$ cat src/rtl/fifo_irq_pkg.sv
// Shared types and helpers for the FIFO interrupt controller slice.
package fifo_irq_pkg;

    typedef enum logic [1:0] {
        ST_IDLE   = 2'd0,
        ST_HOLD   = 2'd1,
        ST_ASSERT = 2'd2
    } irq_state_e;

    // irq_id needs at least one bit even for a single source
    function automatic int id_width(input int n);
        return (n <= 1) ? 1 : $clog2(n);
    endfunction

endpackage

$ cat src/rtl/fifo_irq_controller_n_if.sv
// Status/config/interrupt bundle between the FIFO interrupt controller and its host.
interface fifo_irq_controller_n_if
    import fifo_irq_pkg::*;
#(
    parameter int NUM_SRC   = 4,
    parameter int HOLDOFF_W = 8
);
    localparam int ID_W = id_width(NUM_SRC);

    logic [NUM_SRC-1:0]   src_raw;
    logic [NUM_SRC-1:0]   cfg_enable;
    logic [NUM_SRC-1:0]   cfg_edge;
    logic [HOLDOFF_W-1:0] cfg_holdoff;
    logic [NUM_SRC-1:0]   clr;
    logic [NUM_SRC-1:0]   set;
    logic [NUM_SRC-1:0]   pending;
    logic                 irq;
    logic [ID_W-1:0]      irq_id;
    logic                 irq_id_valid;

    modport master (
        output src_raw, cfg_enable, cfg_edge, cfg_holdoff, clr, set,
        input  pending, irq, irq_id, irq_id_valid
    );

    modport slave (
        input  src_raw, cfg_enable, cfg_edge, cfg_holdoff, clr, set,
        output pending, irq, irq_id, irq_id_valid
    );

endinterface

$ cat src/rtl/fifo_irq_controller_n_sync.sv
// Per-bit multi-flop synchroniser for raw FIFO flags; SYNC_STAGES = 0 passes through.
module fifo_irq_sync #(
    parameter int WIDTH       = 4,
    parameter int SYNC_STAGES = 2
) (
    input  logic             clk,
    input  logic             rst_n,
    input  logic [WIDTH-1:0] d_i,
    output logic [WIDTH-1:0] q_o
);

    generate
        if (SYNC_STAGES == 0) begin : g_bypass
            assign q_o = d_i;
        end else begin : g_sync
            logic [WIDTH-1:0] stage_q [SYNC_STAGES];

            always_ff @(posedge clk or negedge rst_n) begin
                if (!rst_n) begin
                    for (int i = 0; i < SYNC_STAGES; i++) begin
                        stage_q[i] <= '0;
                    end
                end else begin
                    stage_q[0] <= d_i;
                    for (int i = 1; i < SYNC_STAGES; i++) begin
                        stage_q[i] <= stage_q[i-1];
                    end
                end
            end

            assign q_o = stage_q[SYNC_STAGES-1];
        end
    endgenerate

endmodule

$ cat src/rtl/fifo_irq_controller_n.sv
// FIFO status interrupt controller: sync, edge/level capture, pending latch, coalesced irq.
//   state     | meaning
//   ST_IDLE   | no enabled source pending
//   ST_HOLD   | enabled source pending, hold-off counting down
//   ST_ASSERT | irq driven high until no enabled source pending
module fifo_irq_controller_n
    import fifo_irq_pkg::*;
#(
    parameter int NUM_SRC     = 4,
    parameter int SYNC_STAGES = 2,
    parameter int HOLDOFF_W   = 8
) (
    input  logic                    clk,
    input  logic                    rst_n,
    fifo_irq_controller_n_if.slave  bus
);

    localparam int ID_W   = id_width(NUM_SRC);
    localparam int WU_MAX = SYNC_STAGES + 1;
    localparam int WU_W   = $clog2(WU_MAX + 1);

    logic [NUM_SRC-1:0]   src_s;
    logic [NUM_SRC-1:0]   src_prev_q;
    logic [NUM_SRC-1:0]   edge_evt;
    logic [NUM_SRC-1:0]   event_v;
    logic [NUM_SRC-1:0]   pending_q, pending_d;
    logic [NUM_SRC-1:0]   active_vec;
    logic                 active;
    logic [ID_W-1:0]      irq_id_d;
    logic [WU_W-1:0]      wu_q;
    logic                 warm_done;
    logic [HOLDOFF_W-1:0] cnt_q, cnt_d;
    irq_state_e           state_q, state_d;

    fifo_irq_sync #(
        .WIDTH       (NUM_SRC),
        .SYNC_STAGES (SYNC_STAGES)
    ) u_sync (
        .clk   (clk),
        .rst_n (rst_n),
        .d_i   (bus.src_raw),
        .q_o   (src_s)
    );

    // Edges are ignored until the synchroniser has flushed its reset zeros
    assign warm_done = (wu_q == WU_W'(WU_MAX));

    always_ff @(posedge clk or negedge rst_n) begin
        if (!rst_n) begin
            wu_q       <= '0;
            src_prev_q <= '0;
            pending_q  <= '0;
        end else begin
            if (!warm_done) begin
                wu_q <= wu_q + 1'b1;
            end
            src_prev_q <= src_s;
            pending_q  <= pending_d;
        end
    end

    assign edge_evt  = src_s & ~src_prev_q & {NUM_SRC{warm_done}};
    assign event_v   = (bus.cfg_edge & edge_evt) | (~bus.cfg_edge & src_s);
    assign pending_d = (pending_q | bus.set | event_v) & ~bus.clr;

    assign active_vec = pending_q & bus.cfg_enable;
    assign active     = |active_vec;

    always_comb begin
        irq_id_d = '0;
        for (int i = NUM_SRC - 1; i >= 0; i--) begin
            if (active_vec[i]) begin
                irq_id_d = ID_W'(i);
            end
        end
    end

    always_ff @(posedge clk or negedge rst_n) begin
        if (!rst_n) begin
            state_q <= ST_IDLE;
            cnt_q   <= '0;
        end else begin
            state_q <= state_d;
            cnt_q   <= cnt_d;
        end
    end

    always_comb begin
        state_d = state_q;
        cnt_d   = cnt_q;
        case (state_q)
            ST_IDLE: begin
                if (active) begin
                    state_d = ST_HOLD;
                    cnt_d   = bus.cfg_holdoff;
                end
            end
            ST_HOLD: begin
                if (!active) begin
                    state_d = ST_IDLE;
                end else if (cnt_q == '0) begin
                    state_d = ST_ASSERT;
                end else begin
                    cnt_d = cnt_q - 1'b1;
                end
            end
            ST_ASSERT: begin
                if (!active) begin
                    state_d = ST_IDLE;
                end
            end
            default: state_d = ST_IDLE;
        endcase
    end

    assign bus.pending      = pending_q;
    assign bus.irq          = (state_q == ST_ASSERT);
    assign bus.irq_id       = irq_id_d;
    assign bus.irq_id_valid = active;

endmodule

$ cat src/flat_wrapper.sv
// flat-port wrapper written by rule: the top's interface ports become plain ports
module fifo_irq_controller_n_flat import fifo_irq_pkg::*;
#(
    parameter int NUM_SRC     = 4,
    parameter int SYNC_STAGES = 2,
    parameter int HOLDOFF_W   = 8
)
  (clk, rst_n, bus_src_raw, bus_cfg_enable, bus_cfg_edge, bus_cfg_holdoff, bus_clr, bus_set, bus_pending, bus_irq, bus_irq_id, bus_irq_id_valid);
  fifo_irq_controller_n_if #(.NUM_SRC(NUM_SRC), .HOLDOFF_W(HOLDOFF_W)) bus_i ();
  input  logic clk;
  input  logic rst_n;
  input wire logic [$bits(bus_i.src_raw)-1:0] bus_src_raw;
  input wire logic [$bits(bus_i.cfg_enable)-1:0] bus_cfg_enable;
  input wire logic [$bits(bus_i.cfg_edge)-1:0] bus_cfg_edge;
  input wire logic [$bits(bus_i.cfg_holdoff)-1:0] bus_cfg_holdoff;
  input wire logic [$bits(bus_i.clr)-1:0] bus_clr;
  input wire logic [$bits(bus_i.set)-1:0] bus_set;
  output wire logic [$bits(bus_i.pending)-1:0] bus_pending;
  output wire logic [$bits(bus_i.irq)-1:0] bus_irq;
  output wire logic [$bits(bus_i.irq_id)-1:0] bus_irq_id;
  output wire logic [$bits(bus_i.irq_id_valid)-1:0] bus_irq_id_valid;
  assign bus_i.src_raw = bus_src_raw;
  assign bus_i.cfg_enable = bus_cfg_enable;
  assign bus_i.cfg_edge = bus_cfg_edge;
  assign bus_i.cfg_holdoff = bus_cfg_holdoff;
  assign bus_i.clr = bus_clr;
  assign bus_i.set = bus_set;
  assign bus_pending = bus_i.pending;
  assign bus_irq = bus_i.irq;
  assign bus_irq_id = bus_i.irq_id;
  assign bus_irq_id_valid = bus_i.irq_id_valid;
  fifo_irq_controller_n #(.NUM_SRC(NUM_SRC), .SYNC_STAGES(SYNC_STAGES), .HOLDOFF_W(HOLDOFF_W)) u_core (.clk(clk), .rst_n(rst_n), .bus(bus_i));
endmodule
$ cat config.mk
export PLATFORM = sky130hd
export DESIGN_NAME = fifo_irq_controller_n_flat
export DESIGN_NICKNAME = d
export VERILOG_FILES = /design/src/rtl/fifo_irq_pkg.sv /design/src/rtl/fifo_irq_controller_n_if.sv /design/src/rtl/fifo_irq_controller_n_sync.sv /design/src/rtl/fifo_irq_controller_n.sv /design/src/flat_wrapper.sv
export SDC_FILE = /design/constraint.sdc
export NUM_CORES = 1
export LEC_CHECK = 0
export BUFFER_PORTS_ARGS = -buffer_cell sky130_fd_sc_hd__buf_4
export CORE_MARGIN = 5
export CORE_UTILIZATION = 54
export DETAILED_ROUTE_END_ITERATION = 8
export GPL_ROUTABILITY_DRIVEN = 0
export GPL_TIMING_DRIVEN = 0
export MAX_ROUTING_LAYER = met4
export PLACE_DENSITY = 0.92
export SKIP_LAST_GASP = 1
export SYNTH_ARGS = -nofsm -noshare
export SYNTH_HDL_FRONTEND = slang
export SYNTH_SLANG_ARGS = --single-unit
export TNS_END_PERCENT = 10
$ cat constraint.sdc
create_clock -name clk -period 2.8 [get_ports clk]
set_input_delay 0.42 -clock clk [delete_from_list [all_inputs] [get_ports clk]]
set_output_delay 0.42 -clock clk [all_outputs]
set_load 0.005 [all_outputs]
==> Flow_metrics.wiki, run 1 <==
{| class="wikitable"
! Metric !! Value
|-
| Status || complete, no violations
|-
| Netlist area before placement || 1270 sq um
|-
| Cts bufs inserted || 3
|-
| Highest-count cells in the layout ignoring fill and taps || buf_4, dfrtp_1, nand2_1, nor2_1, o21ai_0
|-
| Diode insertion count for antenna repair || 0
|-
| Min cycle time layout || roughly 1800 ps
|-
| Rows || 17
|-
| Clock slew at the register clock pins of the worst setup and hold paths || 160 ps
|-
| Per-instance average area after synthesis || 11.4 sq um
|-
| Worst path slowest cell || dfrtp_1
|-
| Clock sink count || 28
|-
| Number of inserted filler cells in the final layout || 153
|-
| Net switching power of the design || 377 uW
|-
| Drt initial violations || 31
|-
| Vias after detailed routing || 1045
|-
| Final slew viol count || 0
|-
| Category of the most critical setup path || register to register
|-
| Final cell count without fillers || 182
|-
| Number of cells upsized or downsized after cts || 0
|-
| Fraction of the core area covered by cells at the end of the flow || 73.8%
|-
| Critical Path Start Type || register
|-
| Std-Cell Core Area || about 2200 sq um
|-
| Largest net degree at the start of global routing || 29
|-
| Total global routing track utilization || 19.6%
|-
| Total setup violations reported at the end of the flow || 0
|-
| Clock latency on the worst-skew pair || 340 ps
|-
| Post-Route WL || 2940 um
|-
| Chip Height || 58.5 um
|-
| Count of pins on the block boundary || 38
|-
| Critical path fanouts, max || 4
|-
| Total power || between 1 and 1.5 mW
|-
| Worst Hold Class || primary input to register
|-
| Switch share || 32.7%
|-
| Detailed-routing iteration count for the pre-antenna-repair pass || 4
|-
| Largest stage delay, worst path || 430 ps
|-
| Cell variety after synth || 41
|-
| Seq/Total Area, Yosys || 55.1%
|-
| Final hold vios || 0
|-
| Int Power || roughly 780 uW
|-
| Overall die width || 58.5 um
|-
| P per Cell Area || 700 nW/um^2
|-
| Fmax achieved || 0.555 GHz
|-
| Depth of the worst hold-timing path || 1
|-
| Average detailed-routed wire length per instance || 16.2 um
|-
| Residual antenna-violating net count after detailed routing || 0
|-
| Sequential cell area || 701 sq um
|-
| Worst Hold Margin || 180 ps
|-
| Worst setup EP type || register
|-
| Via-to-Cell Ratio || approximately 5.7
|-
| Worst vdd rail ir drop || 674 uV
|-
| CTS max path bufs || 2
|-
| Data required time of the critical path || 3050 ps
|-
| Worst rel slew slack || 73.8%
|-
| Register-to-Register Path Depth || 6
|-
| Gr ovfl total || 0
|-
| Register-to-Register Setup Slack || ~1000 ps
|-
| Port Buffers || 37
|-
| #FFs+latches synth || 28
|-
| Slew at the pin with the worst max-slew slack || 391 ps
|-
| Instance count of the mapped netlist || 112
|-
| NumNets Final || 188
|-
| Yosys warning count || 0
|-
| Max H-tree Level || 1
|-
| Post-detail-place hpwl || ~2200 um
|-
| Antenna violations before repair || 0
|-
| Die Area || 3430 sq um
|-
| Clock group share of total power || 23.5%
|-
| First-pass GRT wire length || slightly below 5000 um
|-
| Leakage power figure || 0.759 nW
|-
| Starting density of the core || a little under three fifths
|-
| Number of global-route vias before repair || 1042
|-
| # DRC || 0
|-
| Clk Tree Root Cell || clkbuf_4
|-
| Layout Area Growth over Synthesis || 29.5%
|-
| Post-CTS setup-driven buffer insertion count || 0
|-
| Final critical-path share of the clock period || 64.4%
|-
| Share of total power in sequential cells || around 48%
|-
| Final setup TNS || 0 ps
|-
| Cell Chain, Critical Path || inv_1 > ha_1 > or3b_4 > nor3_2 > o21ai_1 > a22o_1
|-
| DP Cell Count || 177
|-
| Number of max-capacitance violations reported || 0
|-
| Skew final || 11.8 ps
|-
| Fraction of layout cells with a size suffix above 1 || 34.4%
|-
| Arr. time, crit path || 2050 ps
|-
| Most common cell after layout, fill and taps aside || buf_4
|-
| Multi-input combinational cell area || 529 sq um
|-
| Proportion of power drawn by combinational gates || between 20% and 30%
|-
| Unrepaired setup endpoints after global routing || false
|-
| TritonCTS clock tree || yes
|-
| Net Count, Synth || 145
|}
[worst max-delay path: cells and delay by family, from the launching register on]
kind	cells	cell delay [ps]
simple gates	2	570
flops	1	430
compound gates	2	360
fa+ha+maj	1	240
buf+inv	1	120
[cells by family after synthesis]
logic type,synth area share (%)
AO/OA/AOI/OAI,20.0
adder cells (fa/ha/maj),2.95
flip-flops,55.1
multiplexers,1.67
XOR/XNOR,0.688
AND/OR/NAND/NOR,16.3
buffers and inverters,3.34
[power groups by stage]
| stage | sequential (mW) | combinational [mW] | clock, mW |
|---|---|---|---|
| 2_1_floorplan | 0.532 | 0.224 | 0 |
| 3_3_place_gp | 0.543 | 0.306 | 0 |
| 3_5_place_dp | 0.550 | 0.325 | 0 |
| 4_1_cts | 0.545 | 0.332 | 0.270 |
| 5_1_grt | 0.556 | 0.359 | 0.301 |
| 6_report | 0.548 | 0.334 | 0.271 |
[synthesized netlist by cell type, drive strengths merged]
cell / n / share of area (%)
nand2: 11 / 3.8
mux2i: 1 / 0.79
o31ai: 1 / 0.59
nand3: 3 / 2.2
a21boi: 1 / 0.59
nor3: 3 / 1.6
o21ai: 10 / 3.9
and4bb: 1 / 0.98
buf: 2 / 1.5
or3b: 1 / 0.88
and2b: 1 / 0.59
o21a: 1 / 0.59
nand2b: 2 / 1.6
ha: 3 / 3.0
a32oi: 1 / 0.69
inv: 5 / 1.9
mux2: 1 / 0.88
dfrtp: 28 / 55
o2bb2ai: 1 / 0.69
a22oi: 2 / 2.0
a211oi: 4 / 2.4
o211ai: 1 / 0.59
and3: 1 / 0.49
nor2b: 2 / 0.98
xnor2: 1 / 0.69
nor2: 9 / 2.7
a31o: 1 / 0.69
a21oi: 6 / 3.2
a31oi: 2 / 0.98
o31a: 1 / 0.69
o22ai: 2 / 0.98
a22o: 2 / 1.4
nor3b: 1 / 0.59
[layout make-up]
type | instances | share of cell area [%]
clock inverters | 1 | 1.82
plain buffers | 2 | 1.14
inverters | 5 | 1.44
multi-input cells | 77 | 32.1
clock buffers | 3 | 1.37
well taps | 28 | 2.13
flip-flops and latches | 28 | 42.5
repair buffers | 38 | 17.5
[registers in the layout, indices dropped and copies added (netlist names)]
signal                        cells
u_core.cnt_q                      8
u_core.bus.pending                4
u_core.src_prev_q                 4
u_core.u_sync.g_sync.stage_q      4
u_core.u_sync.q_o                 4
u_core.state_q                    2
u_core.wu_q                       2
[worst paths after layout]
path                                                       from                         endpoint
worst min register to register  u_core.u_sync.g_sync.stage_q[5]             u_core.u_sync.q_o[1]
max in group asynchronous                                 rst_n                u_core.state_q[0]
worst min-delay path                             bus_src_raw[1]  u_core.u_sync.g_sync.stage_q[5]
min in group asynchronous                                 rst_n                   u_core.wu_q[0]
worst max-delay path                            u_core.cnt_q[0]                  u_core.cnt_q[6]
worst max register to register                  u_core.cnt_q[0]                  u_core.cnt_q[6]
[stage by stage]
| step | worst slack (ps) | instance area (sq um) |
|---|---|---|
| after floorplan | 1250 | 1270 |
| after global placement | 1160 | 1590 |
| after detailed placement | 1070 | 1590 |
| after CTS | 985 | 1650 |
| after global routing | 884 | 1650 |
| final | 997 | 1650 |
[repair_timing]
| action | in CTS | in global routing |
|---|---|---|
| hold buffers | 1 | 0 |
| hold endpoints to repair | 28 | 0 |
| endpoints found under the setup margin | 0 | 0 |
[routing by layer]
metal  share of wire [%]  GRT usage, %
met4                 2.1          9.27
met2                  52          31.1
met3                 7.1          3.95
met1                  39          24.0
met5                   0             -
Power figures use the tool's default switching activity.
==> run 2, diff against run 1 <==
--- a/config.mk
+++ b/config.mk
@@ -5,14 +5,15 @@
 export SDC_FILE = /design/constraint.sdc
 export NUM_CORES = 1
 export LEC_CHECK = 0
+export ABC_AREA = 1
 export BUFFER_PORTS_ARGS = -buffer_cell sky130_fd_sc_hd__buf_4
 export CORE_MARGIN = 5
-export CORE_UTILIZATION = 54
+export CORE_UTILIZATION = 45
 export DETAILED_ROUTE_END_ITERATION = 8
 export GPL_ROUTABILITY_DRIVEN = 0
 export GPL_TIMING_DRIVEN = 0
 export MAX_ROUTING_LAYER = met4
-export PLACE_DENSITY = 0.92
+export PLACE_DENSITY = 0.83
 export SKIP_LAST_GASP = 1
 export SYNTH_ARGS = -nofsm -noshare
 export SYNTH_HDL_FRONTEND = slang
==> constraint.sdc (replaced) <==
create_clock -name clk -period 1.6 [get_ports clk]
set_input_delay 0.24 -clock clk [delete_from_list [all_inputs] [get_ports clk]]
set_output_delay 0.24 -clock clk [all_outputs]
set_load 0.005 [all_outputs]
==> Flow_metrics.wiki, run 2 <==
{| class="wikitable"
! Metric !! Value
|-
| Overall die width || 63.9 um
|-
| Diode insertion count for antenna repair || 0
|-
| Clock sink count || 28
|-
| Clk Tree Root Cell || clkbuf_4
|-
| Netlist area before placement || 1310 sq um
|-
| Status || complete, no violations
|-
| Register bank with the most flops || u_core.cnt_q
|-
| Number of max-capacitance violations reported || 0
|-
| NumNets Final || 233
|-
| Most common cell in the synthesized netlist || nand2_1
|-
| Switch share || 36.3%
|-
| Via-to-Cell Ratio || 4.64
|-
| Net switching power of the design || around 800 uW
|-
| Post-Route WL || 2500 um
|-
| Residual antenna-violating net count after detailed routing || 0
|-
| Number of cells upsized or downsized after cts || 0
|-
| Rows || 19
|-
| Synth area leader || dfrtp_1
|-
| Worst setup slack after placement || roughly 170 ps
|-
| Most instantiated flip-flop cell in the synthesis netlist || dfrtp_1
|-
| Int Power || about 1.4 mW
|-
| Cts bufs inserted || 3
|-
| Top cells by area in the synthesized netlist || dfrtp_1, nand2_1, nor2_1
|-
| Arr. time, crit path || 1680 ps
|-
| Cell Chain, Critical Path || inv_1 > ha_1 > nand2_1 > nor2_1 > nand2_4 > nand3_4 > inv_6 > nand2_1 > o21ai_2
|-
| Slew at the pin with the worst max-slew slack || between 300 and 400 ps
|-
| Leakage power figure || 0.928 nW
|-
| Cell area after layout || 1720 sq um
|-
| Final setup TNS || 0 ps
|-
| Fraction of layout cells with a size suffix above 1 || between 20 and 30%
|-
| Synth top area share || a little over half
|-
| Final hold vios || 0
|-
| Number of flip-flops under the largest register name || 8
|-
| Data required time of the critical path || 1840 ps
|-
| Critical Path Start Type || register
|-
| Final slew viol count || 0
|-
| Instance count of the mapped netlist || approximately 150
|-
| Worst rel slew slack || 77.4%
|-
| Starting density of the core || between 40% and 50%
|-
| Clock slew at the register clock pins of the worst setup and hold paths || 150 ps
|-
| Cell variety after synth || 19
|-
| Cell area reported after detailed placement || 1620 sq um
|-
| Skew final || ~8 ps
|-
| Number of flops mapped to enable cells by yosys || 0
|-
| Std-Cell Core Area || 2760 sq um
|-
| Fmax achieved || 0.695 GHz
|-
| Gr ovfl total || 0
|-
| Cell occurring most often along the worst timing path || nand2_1
|-
| CTS max path bufs || 2
|-
| Per-instance average area after synthesis || 8.53 sq um
|-
| Total global routing track utilization || between 10% and 20%
|-
| Total power || 2.22 mW
|-
| Clock group share of total power || 20.7%
|-
| Post-detail-place hpwl || 1950 um
|-
| Port Buffers || 37
|-
| Count of pins on the block boundary || 38
|-
| Layout Area Growth over Synthesis || 32.1%
|-
| Worst path top cell family by delay || simple AND/OR/NAND/NOR gates
|-
| Max H-tree Level || 1
|-
| Clock latency on the worst-skew pair || between 300 and 400 ps
|-
| Worst Hold Margin || between 40 and 50 ps
|-
| Detailed-routing iteration count for the pre-antenna-repair pass || 4
|-
| Net Count, Synth || 186
|-
| Total setup violations reported at the end of the flow || 0
|-
| Antenna violations before repair || 0
|-
| Critical path fanouts, max || 9
|-
| # DRC || 0
|-
| P per Cell Area || between 1000 and 1500 nW/um^2
|-
| Final cell count without fillers || 230
|-
| Die Area || 4080 sq um
|-
| Vias after detailed routing || between 1000 and 1500
|-
| Worst setup EP type || register
|-
| Share of async-settable or async-resettable flops after synthesis || 100%
|-
| Share of total power in sequential cells || 42.5%
|-
| Worst vdd rail ir drop || 1020 uV
|-
| Fraction of the core area covered by cells at the end of the flow || a little over three fifths
|-
| First-pass GRT wire length || between 4000 and 5000 um
|-
| Largest net degree at the start of global routing || 29
|-
| Unrepaired setup endpoints after global routing || false
|-
| TritonCTS clock tree || yes
|-
| Worst path slowest cell || dfrtp_1
|-
| Average detailed-routed wire length per instance || 10.9 um
|-
| Number of buffers and inverters on the critical path || 2
|-
| Number of global-route vias before repair || 1055
|-
| Highest-count cells in the layout ignoring fill and taps || nand2_1, buf_4, dfrtp_1, nor2_1, inv_1
|-
| Number of inserted filler cells in the final layout || 244
|-
| Category of the most critical setup path || register to register
|-
| Drt initial violations || 27
|-
| Yosys warning count || 0
|-
| Final critical-path share of the clock period || roughly nine tenths
|-
| Chip Height || 63.9 um
|-
| Post-synth top cells || nand2_1, dfrtp_1, nor2_1, inv_1, nand3_1
|-
| Worst Hold Class || primary input to register
|-
| Largest stage delay, worst path || 400 ps
|-
| Fin worst setup slack || roughly 160 ps
|-
| Min cycle time layout || 1440 ps
|-
| DP Cell Count || 221
|-
| #FFs+latches synth || 28
|-
| Seq/Total Area, Yosys || 53.7%
|-
| Proportion of power drawn by combinational gates || between 30% and 40%
|-
| Most common cell after layout, fill and taps aside || nand2_1
|}
run 2: cell types whose count changed after synthesis, sizes merged, moves of 3 or more:
cell,change
nand3,+8
inv,+13
nor2,+11
nor3,-3
a211oi,-4
nand2,+43
run 2: worst register-to-register path, stage by stage (launching register included):
cell and delay, ps:
dfrtp_1 400, inv_1 130, ha_1 170, nand2_1 50
nor2_1 180, nand2_4 80, nand3_4 140, inv_6 70
nand2_1 70, o21ai_2 50
run 2: power groups by stage:
stage	clock network (mW)	registers, mW	logic, mW
2_1_floorplan	0	0.936	0.607
3_3_place_gp	0	0.953	0.783
3_5_place_dp	0	0.956	0.808
4_1_cts	0.469	0.943	0.817
5_1_grt	0.500	0.967	0.964
6_report	0.459	0.944	0.817
run 2: cell type report:
cell class                      count  area (sq um)  area share, %
Clock inverter                      1          30.0           1.74
Inverter                           18          72.6           4.21
Sequential cell                    28           701           40.6
Tap cell                           31          38.8           2.25
Timing Repair Buffer               42           328           19.0
Multi-Input combinational cell    107           532           30.8
Clock buffer                        3          22.5           1.31
run 2: final timing paths:
path                                            startpoint               endpoint  slack [ps]  cells after the start
min in group asynchronous                            rst_n      u_core.state_q[1]         340                      2
max in group asynchronous                            rst_n   u_core.src_prev_q[3]        1010                      2
max reg2reg                                u_core.cnt_q[0]        u_core.cnt_q[0]         160                      9
min                                             bus_clr[1]  u_core.bus.pending[1]          40                      2
max                                        u_core.cnt_q[0]        u_core.cnt_q[0]         160                      9
min reg2reg                u_core.u_sync.g_sync.stage_q[6]   u_core.u_sync.q_o[2]         370                      0
run 2: timing repair:
action,in CTS,in global routing
setup buffers,0,0
hold buffers,2,3
endpoints found under the hold margin,29,3
run 2: kinds of logic after synthesis:
| kind of cell | after synthesis | share of synthesized area [%] |
|---|---|---|
| buf+inv | 18 | 5.56 |
| compound gates | 18 | 8.15 |
| xor+xnor | 1 | 0.671 |
| flops | 28 | 53.7 |
| simple gates | 85 | 29.1 |
| fa+ha+maj | 3 | 2.88 |
run 2: metal layers:
layer	part of all wire [%]	up-vias	global-route usage [%]
met5	0	-	-
met4	1.6	0	5.45
met3	3.8	4	2.98
met2	49	14	22.6
met1	45	480	16.3
li1	-	570	-
